<file path="config.mk">
export PLATFORM = sky130hd
export DESIGN_NAME = z80_bus_responder
export DESIGN_NICKNAME = d
export VERILOG_FILES = /design/src/rtl/z80_bus_responder.sv
export SDC_FILE = /design/constraint.sdc
export NUM_CORES = 1
export LEC_CHECK = 0
export ABC_AREA = 1
export CORE_ASPECT_RATIO = 1.1
export CORE_MARGIN = 4
export CORE_UTILIZATION = 67
export DETAILED_ROUTE_END_ITERATION = 8
export DONT_BUFFER_PORTS = 1
export PLACE_DENSITY_LB_ADDON = 0.25
export SLEW_MARGIN = 5
export SYNTH_ARGS = -nofsm -noshare
export SYNTH_HDL_FRONTEND = slang
export SYNTH_SLANG_ARGS = --single-unit
</file>
<file path="constraint.sdc">
create_clock -name clk -period 2.45 [get_ports clk]
set_input_delay 0.49 -clock clk [delete_from_list [all_inputs] [get_ports clk]]
set_output_delay 0.49 -clock clk [all_outputs]
set_load 0.005 [all_outputs]
</file>
<file path="src/rtl/z80_bus_responder.sv">
`default_nettype none
// ============================================================================
// Module   : z80_bus_responder
// Purpose  : Bus-side responder for a Z80 core. Decodes the CPU strobes and
//            turns memory and I/O cycles into single request/ack transactions
//            on separate back-end ports. The CPU is stretched with wait_n until
//            the back end acknowledges, and read data is returned on cpu_di.
//            Also generates the maskable INT line (fixed length in CPU ticks)
//            and answers interrupt-acknowledge cycles with an IM2 vector.
// Ports    : clk, reset            - clock, synchronous active-high reset
//            cpu_clken             - CPU T-state tick (at most every 2nd clk)
//            a, cpu_dout           - CPU address / write data
//            m1_n .. rfsh_n        - CPU bus strobes (active low)
//            cpu_di, wait_n, int_n - data, wait and interrupt to the CPU
//            irq_pulse, inta_seen  - interrupt request in / acknowledge pulse
//            mem_*                 - memory back-end request/ack port
//            io_*                  - I/O back-end request/ack port
// Revision : 1.0 - initial release
// ============================================================================
module z80_bus_responder #(
    parameter int          INT_LEN    = 32,
    parameter logic [7:0]  IM2_VECTOR = 8'hFF
) (
    input  logic        clk,
    input  logic        reset,
    input  logic        cpu_clken,
    input  logic [15:0] a,
    input  logic [7:0]  cpu_dout,
    input  logic        m1_n,
    input  logic        mreq_n,
    input  logic        iorq_n,
    input  logic        rd_n,
    input  logic        wr_n,
    input  logic        rfsh_n,
    output logic [7:0]  cpu_di,
    output logic        wait_n,
    output logic        int_n,
    input  logic        irq_pulse,
    output logic        inta_seen,
    output logic        mem_req,
    output logic        mem_we,
    output logic [15:0] mem_addr,
    output logic [7:0]  mem_wdata,
    input  logic [7:0]  mem_rdata,
    input  logic        mem_ack,
    output logic        io_req,
    output logic        io_we,
    output logic [15:0] io_addr,
    output logic [7:0]  io_wdata,
    input  logic [7:0]  io_rdata,
    input  logic        io_ack
);

    // Counter holds INT_LEN-1 down to 0; sized so INT_LEN itself also fits.
    localparam int c_CNT_W = (INT_LEN > 1) ? $clog2(INT_LEN + 1) : 1;
    localparam logic [c_CNT_W-1:0] c_RELOAD = c_CNT_W'(INT_LEN - 1);

    typedef enum logic [2:0] {
        S_IDLE     = 3'd0,
        S_MEM_DIR  = 3'd1,
        S_MEM_WAIT = 3'd2,
        S_IO_WAIT  = 3'd3,
        S_HOLD     = 3'd4
    } state_t;

    state_t              r_state;
    state_t              w_state_nxt;
    logic [c_CNT_W-1:0]  r_int_cnt;
    logic [c_CNT_W-1:0]  w_int_cnt_nxt;
    logic                w_int_n_nxt;
    logic                w_inta_det;
    logic                w_wait_n_nxt;
    logic [7:0]          w_cpu_di_nxt;
    logic                w_mem_req_nxt;
    logic                w_mem_we_nxt;
    logic [15:0]         w_mem_addr_nxt;
    logic [7:0]          w_mem_wdata_nxt;
    logic                w_io_req_nxt;
    logic                w_io_we_nxt;
    logic [15:0]         w_io_addr_nxt;
    logic [7:0]          w_io_wdata_nxt;

    // ------------------------------------------------------------------
    // Next-state and next-output logic
    // ------------------------------------------------------------------
    always_comb begin
        w_state_nxt     = r_state;
        w_inta_det      = 1'b0;
        w_cpu_di_nxt    = cpu_di;
        w_mem_req_nxt   = mem_req;
        w_mem_we_nxt    = mem_we;
        w_mem_addr_nxt  = mem_addr;
        w_mem_wdata_nxt = mem_wdata;
        w_io_req_nxt    = io_req;
        w_io_we_nxt     = io_we;
        w_io_addr_nxt   = io_addr;
        w_io_wdata_nxt  = io_wdata;

        case (r_state)
            S_IDLE: begin
                if (!m1_n && !iorq_n) begin
                    w_inta_det   = 1'b1;
                    w_cpu_di_nxt = IM2_VECTOR;
                    w_state_nxt  = S_HOLD;
                end else if (!mreq_n && rfsh_n) begin
                    // Direction is not known yet on a Z80 memory cycle.
                    w_state_nxt = S_MEM_DIR;
                end else if (!iorq_n && m1_n && (!rd_n || !wr_n)) begin
                    w_io_addr_nxt  = a;
                    w_io_we_nxt    = !wr_n;
                    w_io_wdata_nxt = cpu_dout;
                    w_io_req_nxt   = 1'b1;
                    w_state_nxt    = S_IO_WAIT;
                end
            end
            S_MEM_DIR: begin
                if (mreq_n) begin
                    w_state_nxt = S_IDLE;
                end else if (!rd_n || !wr_n) begin
                    w_mem_addr_nxt  = a;
                    w_mem_we_nxt    = !wr_n;
                    w_mem_wdata_nxt = cpu_dout;
                    w_mem_req_nxt   = 1'b1;
                    w_state_nxt     = S_MEM_WAIT;
                end
            end
            S_MEM_WAIT: begin
                if (mem_ack) begin
                    w_mem_req_nxt = 1'b0;
                    if (!mem_we) begin
                        w_cpu_di_nxt = mem_rdata;
                    end
                    w_state_nxt = S_HOLD;
                end
            end
            S_IO_WAIT: begin
                if (io_ack) begin
                    w_io_req_nxt = 1'b0;
                    if (!io_we) begin
                        w_cpu_di_nxt = io_rdata;
                    end
                    w_state_nxt = S_HOLD;
                end
            end
            S_HOLD: begin
                if (mreq_n && iorq_n) begin
                    w_state_nxt = S_IDLE;
                end
            end
            default: begin
                w_state_nxt = S_IDLE;
            end
        endcase

        // Wait is asserted in every state that is still waiting on the back
        // end, so it goes low one clk after detection and well before the
        // next CPU tick samples it.
        w_wait_n_nxt = !((w_state_nxt == S_MEM_DIR)  ||
                         (w_state_nxt == S_MEM_WAIT) ||
                         (w_state_nxt == S_IO_WAIT));
    end

    // ------------------------------------------------------------------
    // Interrupt line: a new request beats acknowledge, acknowledge beats
    // the normal countdown.
    // ------------------------------------------------------------------
    always_comb begin
        w_int_n_nxt   = int_n;
        w_int_cnt_nxt = r_int_cnt;
        if (irq_pulse) begin
            w_int_n_nxt   = 1'b0;
            w_int_cnt_nxt = c_RELOAD;
        end else if (w_inta_det) begin
            w_int_n_nxt   = 1'b1;
            w_int_cnt_nxt = '0;
        end else if (!int_n && cpu_clken) begin
            if (r_int_cnt == '0) begin
                w_int_n_nxt = 1'b1;
            end else begin
                w_int_cnt_nxt = r_int_cnt - c_CNT_W'(1);
            end
        end
    end

    // ------------------------------------------------------------------
    // Registers
    // ------------------------------------------------------------------
    always_ff @(posedge clk) begin
        if (reset) begin
            r_state   <= S_IDLE;
            r_int_cnt <= '0;
            int_n     <= 1'b1;
            wait_n    <= 1'b1;
            cpu_di    <= 8'hFF;
            inta_seen <= 1'b0;
            mem_req   <= 1'b0;
            mem_we    <= 1'b0;
            mem_addr  <= '0;
            mem_wdata <= '0;
            io_req    <= 1'b0;
            io_we     <= 1'b0;
            io_addr   <= '0;
            io_wdata  <= '0;
        end else begin
            r_state   <= w_state_nxt;
            r_int_cnt <= w_int_cnt_nxt;
            int_n     <= w_int_n_nxt;
            wait_n    <= w_wait_n_nxt;
            cpu_di    <= w_cpu_di_nxt;
            inta_seen <= w_inta_det;
            mem_req   <= w_mem_req_nxt;
            mem_we    <= w_mem_we_nxt;
            mem_addr  <= w_mem_addr_nxt;
            mem_wdata <= w_mem_wdata_nxt;
            io_req    <= w_io_req_nxt;
            io_we     <= w_io_we_nxt;
            io_addr   <= w_io_addr_nxt;
            io_wdata  <= w_io_wdata_nxt;
        end
    end

endmodule
`default_nettype wire

</file>
==> reports/qor.yml <==
outcome: "finished, final reports clean"
pin_count_of_the_biggest_net_entering_global_routing: 64
regToRegEndpoint: "io_addr[6]"
cts_resized: 0
setup.worst_path.start: "r_state[2]"
reg2reg_slack_ps: 800
portion_of_the_post_synthesis_area_used_by_sequential_elements: 0.483
ir_worst_vdd_mv: 0.593
start_kind: "flop"
ctsHoldBuffers: 0
max_freq_ghz: 0.608
sw_frac_of_total: 0.266
die_area_mm2: 0.00558
hold_violations: 0
postRouteWirelength_mm: 6.96
cts-root-to-sink-buffers: 2
power.internal_w: 0.00201
timing.reg2reg.worst_path_depth: 7
totalNegativeSetupSlack_ps: 0
final-max-slew-violation-count: 0
worstPathMaxFanout: 16
fin_skew_ps: 7.07
grt.overflow.total: 0
filler_cell_count: 366
core.rowCount: 25
reg2reg_from: "r_state[2]"
wire_length_of_the_first_global_routing_pass_mm: 11.6
detail_route.first_pass.iterations: 4
final_period_demand_of_the_worst_path_ps: 1650
tritoncts: "yes"
finish.instance_area_mm2: 0.00320
layout.area.seq_mm2: 0.00144
setup-violations-final: 0
critPathCapture: "io_addr[6]"
final_min_period_over_clock_period: 0.672
maxCapViolations: 0
crit_path_end_kind: "flop"
syn-instance-count: 415
post_synth_instance_area_mm2: 0.00298
final_core_util: 0.741
clock-sinks: 72
crit_type: "reg2reg"
placed_area_mm2: 0.00297
drtIter0Drc: 135
power_per_cell_area_mw_per_mm2: 858
ant_nets: 0
fp.coreArea_mm2: 0.00432
first_global_vias: 2517
share_seq_of_total_power: 0.489
layout_commonest_cell: "nor2_1"
rsz0062_at_grt: "no"
die-height_um: 78.0
yosys_warnings: 0
power_frac_clock: 0.387
dieWidth_um: 71.6
numCtsBuffers: 9
syn_to_final_growth_pct: 7.26
numPortBuffers: 0
share_comb_of_total_power: 0.124
syn-num-nets: 468
cp_data_arrival_time_ps: 1870
worst_slew_margin_rel: 0.643
static-leakage-power_nw: 1.44
num_io_pins: 115
vias: 2638
dp_hpwl_mm: 4.89
gpl.final_weighted_congestion: 0.911
clock_slew_at_reported_path_ffs_ps: 80
track_usage: 0.263
drt_drc_violations_left: 0
cts_max_level: 3
finalNetCount: 465
wl_per_cell_um: 14.8
proportion_of_layout_cells_with_a_drive_suffix_above_1: 0.0743
p_sw_w: 0.000730
antennaDiodeCount: 0
ys_ff_latch: 72
starting_utilization_of_the_core_area: 0.691
syn-mean-instance-area_um2: 7.19
layout_common_cells: "nor2_1 (120), dfxtp_1 (72), nand2_1 (55), o21ai_0 (55), nand3_1 (32)"
grt_antenna_before_repair: 0
synth.distinct_cells: 27
insertion_delay_ps: 340
via_per_inst: 5.60
worst_pin_slew_ps: 536
post-cts-setup-buffers: 0
critPathRequiredTime_ps: 2680
ctsRootBufferMaster: "clkbuf_8"
multi_input_area_mm2: 0.00132
hp-class: "in2reg"
-- synth_stat cells (all sizes together) --
cell    number  area share
a21oi       13       0.026
a41oi        1      0.0029
buf         12       0.030
clkbuf       6      0.0075
clkinv       1      0.0013
dfxtp       72        0.48
ha           1      0.0042
inv         29       0.037
nand2       58       0.076
nand3       33       0.057
nand4        3      0.0063
nor2       122        0.16
nor3         1      0.0017
o21ai       61        0.10
o21bai       1      0.0025
xnor2        1      0.0029
-- power groups by stage --
stage          clock network [W]  logic (W)  registers (W)
2_1_floorplan                  0   0.000293        0.00135
3_3_place_gp                   0   0.000327        0.00137
3_5_place_dp                   0   0.000340        0.00137
4_1_cts                  0.00108   0.000341        0.00134
5_1_grt                  0.00114   0.000404        0.00135
6_report                 0.00106   0.000341        0.00134
-- layout make-up --
class                      instances  area share
tap                               54      0.0211
timing repair buffer               4     0.00939
sequential                        72       0.451
clock inverter                     5      0.0246
inverter                          30      0.0360
clock buffer                      11      0.0473
multi-input combinational        295       0.411
-- cells by family after synthesis --
| kind of cell | share of synthesized area |
|---|---|
| AO/OA/AOI/OAI | 0.135 |
| buffers and inverters | 0.0759 |
| flip-flops | 0.483 |
| adder cells (fa/ha/maj) | 0.00419 |
| AND/OR/NAND/NOR | 0.299 |
| XOR/XNOR | 0.00294 |
-- layer usage --
layer | wire length [um] | up-vias | track usage
met4 | 159 | 0 | 0.115
met2 | 3260 | 123 | 0.436
met1 | 2680 | 1179 | 0.285
met5 | 0 | - | 0
li1 | - | 1322 | -
met3 | 857 | 14 | 0.120
-- sequential cells by signal, summed over array words and instances (netlist names) --
signal,cells
cpu_di,8
int_n,1
inta_seen,1
io_addr,16
io_req,1
io_wdata,8
io_we,1
mem_addr,16
mem_req,1
mem_wdata,8
mem_we,1
r_int_cnt,6
r_state,3
wait_n,1
-- how the worst min path moves through the flow --
| stage | startpoint | endpoint | slack [ps] | depth (start not counted) |
|---|---|---|---|---|
| 2_1_floorplan | io_req | io_req | 440 | 2 |
| 5_1_grt | reset | r_int_cnt[1] | 190 | 1 |
| 6_report | reset | r_int_cnt[1] | 210 | 1 |
| 4_1_cts | reset | r_int_cnt[1] | 190 | 1 |
| 3_3_place_gp | r_int_cnt[1] | r_int_cnt[1] | 470 | 2 |
| 3_5_place_dp | cpu_di[0] | cpu_di[0] | 470 | 2 |
-- per-stage QoR --
stage          worst slack [ps]  instances  hold slack [ps]  power, W
6_report                    805        471              208   0.00274
3_3_place_gp                806        455              467   0.00169
5_1_grt                     599        471              186   0.00289
4_1_cts                     810        471              192   0.00276
3_5_place_dp                740        455              473   0.00171
2_1_floorplan              1050        415              442   0.00164
-- worst max-delay path: stages (launching register included) --
cell and delay, ps:
dfxtp_1 360, nor2_4 170, nand2_2 70, nor2_1 100, nand2_1 290, buf_4 310
o21ai_0 160, nor2_1 60
Note: power is estimated with default switching activity, not from simulation.
